### src/rtl/spi_frame_pkg.sv
// spi_frame_pkg: shared state encoding, header/CRC constants and the CRC-8 byte update
// used by the SPI egress frame packer.
package spi_frame_pkg;

    typedef enum logic [1:0] {IDLE, HDR, DATA, CRC} state_t;

    localparam logic [7:0] CRC8_POLY    = 8'h07;
    localparam int         HEADER_SEQ_W = 4;

    function automatic logic [7:0] crc8_update(input logic [7:0] crc, input logic [7:0] data);
        logic [7:0] c;
        c = crc ^ data;
        for (int i = 0; i < 8; i++)
            c = c[7] ? ({c[6:0], 1'b0} ^ CRC8_POLY) : {c[6:0], 1'b0};
        return c;
    endfunction

endpackage

### src/rtl/spi_crc8_byte.sv
// spi_crc8_byte: combinational CRC-8 (poly 0x07) update by one byte.
module spi_crc8_byte
    import spi_frame_pkg::*;
(
    input  logic [7:0] crc,
    input  logic [7:0] data,
    output logic [7:0] crc_next
);

    assign crc_next = crc8_update(crc, data);

endmodule

### src/rtl/spi_egress_frame_packer.sv
// spi_egress_frame_packer: packs wide AXIS words into header + payload byte frames.
// Defining SPI_PACKER_CRC8_EN appends a CRC-8 byte covering header and payload.
module spi_egress_frame_packer
    import spi_frame_pkg::*;
#(
    parameter int         DATA_WIDTH     = 32,
    parameter bit         BYTE_MSB_FIRST = 1'b1,
    parameter logic [3:0] HEADER_TAG     = 4'h5,
    parameter logic [7:0] IDLE_BYTE      = 8'hFF
) (
    input  logic                  clk,
    input  logic                  rst,
    input  logic [DATA_WIDTH-1:0] s_axis_tdata,
    input  logic                  s_axis_tvalid,
    output logic                  s_axis_tready,
    output logic [7:0]            m_axis_tdata,
    output logic                  m_axis_tvalid,
    input  logic                  m_axis_tready,
    output logic                  m_axis_tlast,
    output logic [7:0]            m_axis_tuser,
    output logic [15:0]           frames_sent
);

    localparam int NBYTES = DATA_WIDTH / 8;
    localparam int IW     = $clog2(NBYTES) + 1;
`ifdef SPI_PACKER_CRC8_EN
    localparam bit CRC_EN = 1'b1;
`else
    localparam bit CRC_EN = 1'b0;
`endif

    state_t                  state;
    logic [DATA_WIDTH-1:0]   sreg;
    logic [DATA_WIDTH-1:0]   sreg_next;
    logic [IW-1:0]           idx;
    logic [HEADER_SEQ_W-1:0] seq;
    logic [7:0]              head_byte;
    logic                    s_hs;
    logic                    m_hs;
    logic                    last_payload;

    assign s_hs         = s_axis_tvalid & s_axis_tready;
    assign m_hs         = m_axis_tvalid & m_axis_tready;
    assign head_byte    = BYTE_MSB_FIRST ? sreg[DATA_WIDTH-1 -: 8] : sreg[7:0];
    assign sreg_next    = BYTE_MSB_FIRST ? sreg << 8 : sreg >> 8;
    assign last_payload = idx == IW'(NBYTES - 1);
    assign m_axis_tuser = IDLE_BYTE;

`ifdef SPI_PACKER_CRC8_EN
    logic [7:0] crc;
    logic [7:0] crc_next;

    spi_crc8_byte u_crc (
        .crc      (crc),
        .data     (m_axis_tdata),
        .crc_next (crc_next)
    );

    always_ff @(posedge clk or posedge rst) begin
        if (rst)
            crc <= '0;
        else if (s_hs)
            crc <= '0;
        else if (m_hs)
            crc <= crc_next;
    end
`endif

    always_ff @(posedge clk or posedge rst) begin
        if (rst) begin
            state         <= IDLE;
            s_axis_tready <= 1'b0;
            m_axis_tvalid <= 1'b0;
            m_axis_tdata  <= '0;
            m_axis_tlast  <= 1'b0;
            seq           <= '0;
            frames_sent   <= '0;
            sreg          <= '0;
            idx           <= '0;
        end else begin
            case (state)
                IDLE: begin
                    if (s_hs) begin
                        sreg          <= s_axis_tdata;
                        s_axis_tready <= 1'b0;
                        m_axis_tdata  <= {HEADER_TAG, seq};
                        m_axis_tvalid <= 1'b1;
                        state         <= HDR;
                    end else begin
                        s_axis_tready <= 1'b1;
                    end
                end
                HDR: begin
                    if (m_hs) begin
                        m_axis_tdata <= head_byte;
                        sreg         <= sreg_next;
                        idx          <= '0;
                        m_axis_tlast <= !CRC_EN && (NBYTES == 1);
                        state        <= DATA;
                    end
                end
                DATA: begin
                    if (m_hs) begin
                        if (!last_payload) begin
                            m_axis_tdata <= head_byte;
                            sreg         <= sreg_next;
                            idx          <= idx + 1'b1;
                            m_axis_tlast <= !CRC_EN && (idx == IW'(NBYTES - 2));
                        end
`ifdef SPI_PACKER_CRC8_EN
                        else begin
                            m_axis_tdata <= crc_next;
                            m_axis_tlast <= 1'b1;
                            state        <= CRC;
                        end
`endif
                    end
                end
                default: ;
            endcase
            // Frame completion overrides whatever the state branch scheduled.
            if (m_hs && m_axis_tlast) begin
                m_axis_tvalid <= 1'b0;
                m_axis_tlast  <= 1'b0;
                seq           <= seq + 1'b1;
                frames_sent   <= frames_sent + 1'b1;
                state         <= IDLE;
                s_axis_tready <= 1'b1;
            end
        end
    end

endmodule

### config.mk
export PLATFORM = sky130hd
export DESIGN_NAME = spi_egress_frame_packer
export DESIGN_NICKNAME = d
export VERILOG_FILES = /design/src/rtl/spi_frame_pkg.sv /design/src/rtl/spi_crc8_byte.sv /design/src/rtl/spi_egress_frame_packer.sv
export SDC_FILE = /design/constraint.sdc
export NUM_CORES = 1
export LEC_CHECK = 0
export ABC_CLOCK_PERIOD_IN_PS = 2600
export CAP_MARGIN = 15
export CORE_MARGIN = 2
export CORE_UTILIZATION = 40
export DETAILED_ROUTE_END_ITERATION = 10
export PLACE_DENSITY = 0.77
export SYNTH_ARGS = -nofsm -noshare
export SYNTH_HDL_FRONTEND = slang
export SYNTH_SLANG_ARGS = --single-unit
### constraint.sdc
create_clock -name clk -period 2.6 [get_ports clk]
set_input_delay 0.78 -clock clk [delete_from_list [all_inputs] [get_ports clk]]
set_output_delay 0.78 -clock clk [all_outputs]
set_load 0.005 [all_outputs]
==> out/results.ini <==
[finish]
final_common_cell=dfrtp_1
diodes=0
final_cell_mix=dfrtp_1 (68), clkdlybuf4s50_1 (62), nor2_1 (34), a21oi_1 (30), mux2i_1 (29)
fin_area_mm2=0.00417
drive_above_1_share_pct=6.88
nFillCells=660
fin_cells=480
area_growth_pct=30.5
nets=418

[setup_path]
path_buf_inv=2
crit_family=buffers and inverters
start_kind=primary input
worst-setup-path-type=primary input to flip-flop
worst-path-max-fanout=80
reg2reg_depth=7
arrival_ps=2430
end_kind=flip-flop
cp_data_required_time_ps=2870
crit_chain=clkdlybuf4s50_1 > nand3b_1 > a2111oi_4 > buf_12 > nor2_1 > a21oi_1
critPathSlowestCell=clkdlybuf4s50_1
cp.depth=6
slowest_delay_ps=510

[place]
dpl.hpwl_um=4180
port_buffers=62
place_area_mm2=0.00394
dp_cells=464
gp_congestion=0.820

[clocking]
cts_sinks=68
cts_resized=0
clk_pin_slew_ps=70
cts_setup_buffers=0
clock_path_buffers=2
cts_tree=yes
htree_levels=3
hold_buffers=0
numCtsBuffers=9
clk_latency_ps=340
cts_root_buf=clkbuf_8

[synthesis]
yosysWarnings=0
synthCells=308
syn_area_mm2=0.00320
ys_ff_latch=68
ys_seq_area_share_pct=53.2
postSynthAreaPerCell_um2=10.4
synthDistinctLibCells=30

[min_path]
hold_path.class=flip-flop to flip-flop
whs_path_depth=1

[drt]
drc=0
wl_per_cell_um=13.0
num_vias=2326
via_per_inst=4.85
firstDrtPassIters=4
dr.first_iter.drc_count=116
postRouteAntennaNets=0
wirelength_um=6250

[sta]
rsz0062_at_grt=no
setup_tns_ps=0
post-route-period-util_pct=83.3
fin_skew_ps=8.59
slew_viol_final=0
period_minus_slack_ps=2170
setup_viol=0
hold_viol=0
max_freq_ghz=0.461

[global_routing]
antenna_found_initial=0
grt_pass1_vias=2165
grt_pass1_wl_um=10400
grt-ovfl-total=0
grt_max_degree=81
grtUsageTotal_pct=15.1

[floorplan]
core_area_mm2=0.00773
die_y_um=93.4
die-width_um=93.4
row_count=32
die_area_mm2=0.00872
initial_core_util_pct=41.4
ios=71

[power_and_ir_drop]
p_leak_nw=1.79
max-vdd-ir-drop_uv=221
p_per_area_mw_per_mm2=539

[run_status]
status=finished clean

[job]
maxCapViolCount=0

## power breakdown
part           switching [mW]  internal, mW
Clock                   0.395         0.635
Combinational          0.0511        0.0693
Sequential             0.0141          1.08
## cell usage after synthesis
cell type / instances / area share (%)
clkbuf_1: 13 / 1.5
nor4_1: 2 / 0.39
xnor2_1: 14 / 3.8
a31oi_1: 2 / 0.39
o211a_1: 2 / 0.63
nand4_1: 6 / 1.2
a2111oi_4: 1 / 0.86
nand3_1: 8 / 1.3
nor2_1: 34 / 4.0
or2_2: 1 / 0.20
o22ai_1: 1 / 0.20
a221oi_1: 1 / 0.27
conb_1: 1 / 0.12
a21boi_0: 2 / 0.47
mux2i_1: 29 / 9.1
buf_2: 2 / 0.31
a21oi_1: 30 / 4.7
and3_1: 1 / 0.20
ha_1: 9 / 3.5
buf_4: 8 / 1.9
nand2_1: 18 / 2.1
a2bb2oi_1: 1 / 0.27
o21ai_0: 15 / 2.3
nand3b_1: 11 / 2.6
a21o_1: 1 / 0.24
inv_1: 20 / 2.3
and2_1: 1 / 0.20
and4_1: 2 / 0.55
xor2_1: 4 / 1.1
dfrtp_1: 68 / 53
## worst reg2reg max path: cells and delay by family (launching register included)
family / cells / cell delay [ps]
AND/OR/NAND/NOR: 2 / 330
adder cells (fa/ha/maj): 2 / 400
flip-flops: 1 / 410
AO/OA/AOI/OAI: 2 / 550
buffers and inverters: 1 / 330
## flip-flops by register name (all words and copies together), names as in the netlist
signal	count
s_axis_tready	1
idx	3
m_axis_tvalid	1
m_axis_tlast	1
state	2
frames_sent	16
sreg	32
seq	4
m_axis_tdata	8
## worst paths after layout
| kind | start | end | slack (ps) |
|---|---|---|---|
| min in group asynchronous | rst | frames_sent[15] | 820 |
| setup reg to reg | idx[1] | sreg[24] | 510 |
| setup / recovery | m_axis_tready | sreg[24] | 430 |
| hold reg to reg | seq[3] | seq[3] | 470 |
| hold / removal | seq[3] | seq[3] | 470 |
| max in group asynchronous | rst | frames_sent[3] | 1470 |
## logic make-up (layout without fill, tap and decap cells)
| family | after synthesis | in the layout | synth area share [%] |
|---|---|---|---|
| simple gates | 84 | 84 | 12.6 |
| fa+ha+maj | 9 | 9 | 3.52 |
| other cells | 1 | 8 | 0.117 |
| compound gates | 56 | 56 | 10.4 |
| mux | 29 | 29 | 9.08 |
| buf+inv | 43 | 106 | 6.07 |
| xor+xnor | 18 | 18 | 4.93 |
| flops | 68 | 68 | 53.2 |
## layout make-up
| type | count | area, um^2 | share of cell area, % |
|---|---|---|---|
| Tap cell | 102 | 128 | 3.06 |
| Inverter | 20 | 75.1 | 1.80 |
| Multi-Input combinational cell | 204 | 1330 | 31.9 |
| Timing Repair Buffer | 70 | 706 | 16.9 |
| Sequential cell | 68 | 1700 | 40.8 |
| Clock inverter | 5 | 100 | 2.40 |
| Clock buffer | 11 | 131 | 3.15 |
## metal layers
| layer | track usage (%) | up-vias | share of wire [%] |
|---|---|---|---|
| li1 | - | 1160 | - |
| met1 | 21.1 | 1103 | 47 |
| met2 | 22.2 | 50 | 47 |
| met3 | 2.50 | 13 | 3.4 |
| met4 | 8.82 | 0 | 2.2 |
| met5 | 0 | - | 0 |
## per-stage QoR
step / hold WS, ps / util (%) / power, mW / setup WS (ps)
global route: 503 / 54.0 / 2.32 / 292
floorplan: 445 / - / 1.17 / 108
detailed placement: 466 / 51.0 / 1.24 / 94.3
CTS: 475 / 54.0 / 2.26 / 431
global placement: 463 / 51.0 / 1.24 / 122
finish: 471 / 54.0 / 2.25 / 433
Power figures use the tool's default switching activity.
